[config.mk]
export PLATFORM = sky130hd
export DESIGN_NAME = mc_ctrl_fsm
export DESIGN_NICKNAME = d
export VERILOG_FILES = /design/src/rtl/mc_ctrl_fsm.sv
export SDC_FILE = /design/constraint.sdc
export NUM_CORES = 1
export LEC_CHECK = 0
export ABC_AREA = 1
export BUFFER_PORTS_ARGS = -buffer_cell sky130_fd_sc_hd__buf_2
export CELL_PAD_IN_SITES_DETAIL_PLACEMENT = 0
export CELL_PAD_IN_SITES_GLOBAL_PLACEMENT = 1
export CORE_MARGIN = 2
export CORE_UTILIZATION = 30
export CTS_CLUSTER_SIZE = 10
export DETAILED_ROUTE_END_ITERATION = 10
export PLACE_DENSITY_LB_ADDON = 0.1
export SYNTH_ARGS = -nofsm -noshare
export SYNTH_HDL_FRONTEND = slang
export SYNTH_SLANG_ARGS = --single-unit
[constraint.sdc]
create_clock -name clk -period 1.6 [get_ports clk]
set_input_delay 0.32 -clock clk [delete_from_list [all_inputs] [get_ports clk]]
set_output_delay 0.32 -clock clk [all_outputs]
set_load 0.05 [all_outputs]
[src/rtl/mc_ctrl_fsm.sv]
// Multicycle main control FSM with built-in ALU-function decoder.
// Optional bne support is enabled by defining MC_CTRL_BNE_EN.
module mc_ctrl_fsm #(
  parameter int unsigned MEM_LAT = 0
) (
  input  logic       clk,
  input  logic       rst_n,
  input  logic [5:0] Op,
  input  logic [5:0] Funct,
  input  logic       Zero,
  output logic       IorD,
  output logic       MemWrite,
  output logic       IRWrite,
  output logic       RegDst,
  output logic       MemtoReg,
  output logic       RegWrite,
  output logic       ALUSrcA,
  output logic [1:0] ALUSrcB,
  output logic [1:0] PCSrc,
  output logic       PCEn,
  output logic [2:0] AluCon,
  output logic [3:0] State
);

  typedef enum logic [3:0] {
    StFetch  = 4'd0,
    StDecode = 4'd1,
    StMemAdr = 4'd2,
    StMemRd  = 4'd3,
    StMemWb  = 4'd4,
    StMemWr  = 4'd5,
    StRtEx   = 4'd6,
    StRtWb   = 4'd7,
    StBeqEx  = 4'd8,
    StAddiEx = 4'd9,
    StAddiWb = 4'd10,
    StJEx    = 4'd11
  } state_e;

  localparam logic [5:0] OpLw    = 6'b100011;
  localparam logic [5:0] OpSw    = 6'b101011;
  localparam logic [5:0] OpRtype = 6'b000000;
  localparam logic [5:0] OpBeq   = 6'b000100;
  localparam logic [5:0] OpAddi  = 6'b001000;
  localparam logic [5:0] OpJ     = 6'b000010;
`ifdef MC_CTRL_BNE_EN
  localparam logic [5:0] OpBne   = 6'b000101;
`endif

  localparam logic [3:0] LatMax = 4'(MEM_LAT);

  // Returns {supported, alu_control}; unsupported codes fall back to add.
  function automatic logic [3:0] funct_dec(input logic [5:0] f);
    case (f)
      6'b100000: return 4'b1010;
      6'b100010: return 4'b1110;
      6'b100100: return 4'b1000;
      6'b100101: return 4'b1001;
      6'b101010: return 4'b1111;
      default:   return 4'b0010;
    endcase
  endfunction

  state_e     state_q, state_d;
  logic [3:0] cnt_q, cnt_d;
  logic       is_sw_q, is_sw_d;
  logic [3:0] fdec;
`ifdef MC_CTRL_BNE_EN
  logic       bne_q, bne_d;
`endif

  assign fdec  = funct_dec(Funct);
  assign State = state_q;

  always_ff @(posedge clk or negedge rst_n) begin
    if (!rst_n) begin
      state_q <= StFetch;
      cnt_q   <= '0;
      is_sw_q <= 1'b0;
`ifdef MC_CTRL_BNE_EN
      bne_q   <= 1'b0;
`endif
    end else begin
      state_q <= state_d;
      cnt_q   <= cnt_d;
      is_sw_q <= is_sw_d;
`ifdef MC_CTRL_BNE_EN
      bne_q   <= bne_d;
`endif
    end
  end

  always_comb begin
    state_d = state_q;
    cnt_d   = cnt_q;
    is_sw_d = is_sw_q;
`ifdef MC_CTRL_BNE_EN
    bne_d   = bne_q;
`endif
    case (state_q)
      StFetch, StMemRd: begin
        if (cnt_q == LatMax) begin
          state_d = (state_q == StFetch) ? StDecode : StMemWb;
        end else begin
          cnt_d = cnt_q + 4'd1;
        end
      end
      StDecode: begin
        is_sw_d = (Op == OpSw);
`ifdef MC_CTRL_BNE_EN
        bne_d   = (Op == OpBne);
`endif
        case (Op)
          OpLw, OpSw: state_d = StMemAdr;
          OpRtype:    state_d = fdec[3] ? StRtEx : StFetch;
          OpBeq:      state_d = StBeqEx;
`ifdef MC_CTRL_BNE_EN
          OpBne:      state_d = StBeqEx;
`endif
          OpAddi:     state_d = StAddiEx;
          OpJ:        state_d = StJEx;
          default:    state_d = StFetch;
        endcase
      end
      StMemAdr: state_d = is_sw_q ? StMemWr : StMemRd;
      StRtEx:   state_d = StRtWb;
      StAddiEx: state_d = StAddiWb;
      default:  state_d = StFetch;
    endcase
    // The wait counter only ever counts within a single state visit.
    if (state_d != state_q) cnt_d = '0;
  end

  always_comb begin
    IorD     = 1'b0;
    MemWrite = 1'b0;
    IRWrite  = 1'b0;
    RegDst   = 1'b0;
    MemtoReg = 1'b0;
    RegWrite = 1'b0;
    ALUSrcA  = 1'b0;
    ALUSrcB  = 2'b00;
    PCSrc    = 2'b00;
    PCEn     = 1'b0;
    AluCon   = 3'b010;
    case (state_q)
      StFetch: begin
        ALUSrcB = 2'b01;
        IRWrite = (cnt_q == LatMax);
        PCEn    = (cnt_q == LatMax);
      end
      StDecode: ALUSrcB = 2'b11;
      StMemAdr: begin
        ALUSrcA = 1'b1;
        ALUSrcB = 2'b10;
      end
      StMemRd: IorD = 1'b1;
      StMemWb: begin
        MemtoReg = 1'b1;
        RegWrite = 1'b1;
      end
      StMemWr: begin
        IorD     = 1'b1;
        MemWrite = 1'b1;
      end
      StRtEx: begin
        ALUSrcA = 1'b1;
        AluCon  = fdec[2:0];
      end
      StRtWb: begin
        RegDst   = 1'b1;
        RegWrite = 1'b1;
      end
      StBeqEx: begin
        ALUSrcA = 1'b1;
        AluCon  = 3'b110;
        PCSrc   = 2'b01;
`ifdef MC_CTRL_BNE_EN
        PCEn    = Zero ^ bne_q;
`else
        PCEn    = Zero;
`endif
      end
      StAddiEx: begin
        ALUSrcA = 1'b1;
        ALUSrcB = 2'b10;
      end
      StAddiWb: RegWrite = 1'b1;
      StJEx: begin
        PCSrc = 2'b10;
        PCEn  = 1'b1;
      end
      default: ;
    endcase
    // Reset holds off every write strobe regardless of state.
    if (!rst_n) begin
      IRWrite  = 1'b0;
      PCEn     = 1'b0;
      MemWrite = 1'b0;
      RegWrite = 1'b0;
    end
  end

endmodule

Word level (Yosys, flattened, before mapping)
Index checks and enable logic that the tools add are counted.
Word-level totals
  register bits after elaboration: 9
  output and inout bits: 19
  logic and storage cells: 63
Operators by class
  $add $sub $neg: 1
  multiplexer cells: 25
  reduce and logical (&&, ||, !) cells: 11
  equal/unequal tests: 23
Operator list (count)
  $pmux W4 S5: 3
  $eq A6 B6 Y1 const B: 7
  $eq A4 B3 Y1 const B: 4
  $eq A4 B4 Y1 const B: 4
  $mux W4: 4
  $mux W1: 11
  $mux W3: 3
  $eq A4 B2 Y1 const B: 2
  $logic_not A4 Y1: 2
  $reduce_or A2 Y1: 4
  $eq A6 B2 Y1 const B: 1
  $eq A6 B3 Y1 const B: 1
  $eq A6 B4 Y1 const B: 1
  $logic_not A6 Y1: 1
  $pmux W2 S3: 1
  $pmux W3 S2: 1
  $add A4 B1 Y4 const B: 1
  $eq A4 B1 Y1 const B: 1
  $ne A4 B4 Y1: 1
  $pmux W2 S2: 1
  $reduce_or A4 Y1: 1
  $pmux W1 S3: 1
  $reduce_or A3 Y1: 1
  $ne A2 B2 Y1 const B: 1
  2 further kinds: 2

Logic depth before layout (Yosys ltp)
  depth in word-level cells: 8
  depth in mapped cells: 7

Least setup slack after synthesis
No wires, ideal clock.
  path type: register to output
  start: register state_q[3] (netlist: State[3])
  end: output PCEn
  buffers on the path: 0
  slack: -0.952 ns
  arrival: 2.232 ns
  cell stages (with the launch flop): 7
  path through: dfrtp_1 inv_1 nor2_1 inv_1 nor2_1 o21ai_0 nand2_1
On the way
  longest elaborated chain between the ends: 3
  elaborated cells between the ends (all ways): 5
Ends and longest elaborated chain
  start: declaration: RTL line 64  | state_e state_q, state_d;
  start signal: assignment: RTL line 77  | state_q <= StFetch;
  start signal: assignment: RTL line 84  | state_q <= state_d;
  $eq A4 B4 Y1 or $logic_not A4 Y1 (tied branches): RTL line 146  | case (state_q)
  $pmux W1 S3 *: RTL line 146
  $mux W1 *: RTL line 196  | if (!rst_n) begin
  end: declaration: RTL line 20  | output logic PCEn,
Mark *: on every way between the ends. The rest lies on a longest branch, timed or not.

Worst setup path after layout
  start: register state_q[2] (netlist: State[2])
  end: output RegWrite
On the way
  longest elaborated chain between the ends: 4
  elaborated cells between the ends (all ways): 6
Ends and longest elaborated chain
  $eq A4 B4 Y1 or $eq A4 B3 Y1 (tied branches): RTL line 146
  $reduce_or A3 Y1 (no line) *
  $mux W1 *: RTL line 146
  $mux W1 *: RTL line 196
  end: declaration: RTL line 16  | output logic RegWrite,
Marks and branches as above.

==> flow_summary.ini <==
[outcome]
status = complete, but fails checks
violations = setup timing

[timing]
rsz0062_at_grt = yes
worst_clock_skew_ns = 0.001186
fin_ws_ns = -0.1499
max_freq_mhz = 571.5
slew_headroom_pct = 83.18
setup_violations = 13
tightest_slew_ns = 0.2541
period_share_pct = 109.4
final_hold_viol_count = 0
fin_crit_ns = 1.750
slew_viol_final = 0

[critical_path]
arrival_ns = 1.43
reg2reg_slack_ns = 0.29
crit_path_start_kind = register
r2r-start = State[2]
critical_path_class = register to output port
reg2reg_depth = 9
end_kind = output port
worstPathRequired_ns = 1.28
crit_path_max_fanout = 4
reg2reg_to = State[1]

[global_routing]
grt_util_met1_pct = 20.85
track_usage_pct = 16.00
grt.busiest_layer = met2
antenna_found_initial = 0
grt_util_met2_pct = 26.70
grt_max_degree = 10
grt_overflow = 0
grt_pass1_wl_mm = 4.126
grt_pass1_vias = 1014
grt_util_met3_pct = 1.874

[yosys]
ys_ff_latch = 9
syn_inst = 132
ys_types = 21
yosys.area.top_type = dfrtp_1
syn_area_per_cell_um2 = 5.972
syn_area_um2 = 788.3
ys_seq_area_share_pct = 28.57
synth_top_cell_area_share_pct = 28.57
syn-num-nets = 149
ys_warn_count = 0
ys_top_cells_by_area = dfrtp_1, nor2_1, inv_1, nand2_1, nand3_1

[clock_tree]
clk_pin_slew_ns = 0.06
clock_path_buffers = 2
clockRootBuffer = clkbuf_4
cts.htree.levels = 1
cts_buffers = 3
cts.sinks = 9
clk_latency_ns = 0.26
cts_tree = yes
cts_hold_buffers = 0

[drt]
ant_nets = 0
num_vias = 980
drt_iter0_drc = 21
routedWlPerCell_um = 9.846
drt_pre_antenna_iters = 4
routed_wirelength_mm = 2.176
drc = 0
viasPerCell = 4.434

[die]
dieArea_mm2 = 0.003054
initial_utilization_pct = 31.82
die-height_um = 55.26
io_pins = 34
dieWidth_um = 55.26
core-area_mm2 = 0.002477
rows = 18

[layout]
area_delta_synth_final_pct = 82.70
num_antenna_cells = 0
drive_above_1_share_pct = 53.93
layout.cells.non_filler = 221
finalNetCount = 209

[power_and_ir_drop]
p_int_uw = 907.8
p_switching_mw = 1.036
power_mw = 1.944
clkPwrFrac_pct = 9.2
peakVddDrop_v = 0.001125
combPwrFrac_pct = 73.8
p_per_area_mw_per_mm2 = 1350
p_leak_nw = 0.7971
power_frac_seq_pct = 17.0
p_sw_share_pct = 53.30

[placement]
io_buffers = 33
place.gp.congestion = 0.7491
dp_cells = 212
dpl.hpwl_mm = 1.729

[job]
drv_cap = 0

[min_path]
min_path_type = input pin to async pin
## placed cells by master (no fill, tap or decap), types with 4 or more instances in the layout
| cell type | n |
|---|---|
| nor2_4 | 9 |
| nand3_1 | 11 |
| nand2_1 | 19 |
| dfrtp_1 | 5 |
| nor2_1 | 18 |
| buf_2 | 18 |
| inv_2 | 9 |
| buf_4 | 22 |
| nand2_2 | 9 |
| buf_6 | 12 |
| nand4_1 | 4 |
| inv_1 | 20 |
## worst max-delay path by stage
| stage | to | cells after the start | from | slack (ns) |
|---|---|---|---|---|
| 2_1_floorplan | ALUSrcB[1] | 3 | State[0] | -0.23 |
| 3_3_place_gp | AluCon[1] | 7 | Funct[4] | -0.06 |
| 3_5_place_dp | AluCon[1] | 7 | Funct[4] | -0.11 |
| 4_1_cts | AluCon[0] | 7 | State[1] | -0.16 |
| 5_1_grt | RegWrite | 8 | State[2] | -0.27 |
| 6_report | RegWrite | 8 | State[2] | -0.15 |
## synthesized netlist by cell type, drive strengths merged
library cell  count
a21oi             1
a22oi             1
dfrtp             9
ha                2
inv              30
nand2            31
nand3            12
nand4             4
nor2             30
nor3              2
o211ai            1
o21ai             6
o22ai             1
xnor2             1
xor2              1
## power groups by stage
stage                     clock network, mW  registers, mW  logic, mW
after detailed placement                  0          0.311       1.12
after global routing                  0.201          0.334       1.55
after floorplan                           0          0.432      0.674
after global placement                    0          0.310       1.12
final                                 0.179          0.330       1.43
after CTS                             0.184          0.328       1.34
## sequential cells by signal, summed over array words and instances, names as in the netlist
signal and count:
State 4, cnt_q 4, is_sw_q 1
## area by class of cell
type / count / area, um2
repair buffers: 55 / 435.4
fillers: 230 / 1037
multi-input cells: 93 / 590.6
clock inverters: 1 / 5.005
flip-flops and latches: 9 / 232.7
well taps: 30 / 37.54
inverters: 30 / 116.4
clock buffers: 3 / 22.52
## critical path, cell delays in order, from the launching register on
cell	delay (ns)
dfrtp_2	0.42
inv_2	0.07
nor2_4	0.14
buf_6	0.12
o21ai_2	0.04
o21ai_1	0.08
nand2_1	0.07
inv_1	0.07
buf_6	0.15
## stage by stage
step / setup TNS (ns) / util (%) / hold slack, ns / setup slack [ns] / instance area (um2)
floorplan: -0.9926 / - / 0.02441 / -0.2345 / 870.8
global placement: -0.1130 / 48.48 / 0.3108 / -0.06239 / 1201
detailed placement: -0.2387 / 48.48 / 0.3019 / -0.1073 / 1201
CTS: -1.540 / 55.96 / 0.01611 / -0.1567 / 1386
global route: -2.680 / 58.13 / 0.04442 / -0.2667 / 1440
finish: -1.472 / 58.13 / 0.02616 / -0.1499 / 1440
## per-layer routing
layer	up-vias	share of wire (%)
met2	27	48
met4	0	1.8
met3	5	3.5
li1	522	-
met5	-	0
met1	426	47
## logic make-up after synthesis
kind of cell | Yosys count | synth area share (%)
AOI/OAI and AO/OA | 10 | 7.142
adders and majority gates | 2 | 3.174
xor gates and xnor gates | 2 | 2.223
buffers and inverters | 30 | 14.29
DFF | 9 | 28.57
and+or+nand+nor | 79 | 44.60
## timing repair
action                                  in CTS  in global routing
gates cloned                                 0                  0
setup buffers                                3                  2
resized for setup                           46                 12
endpoints found under the hold margin        0                  0
pin swaps                                    3                  4
endpoints found under the setup margin      15                 15
Power figures use the tool's default switching activity.
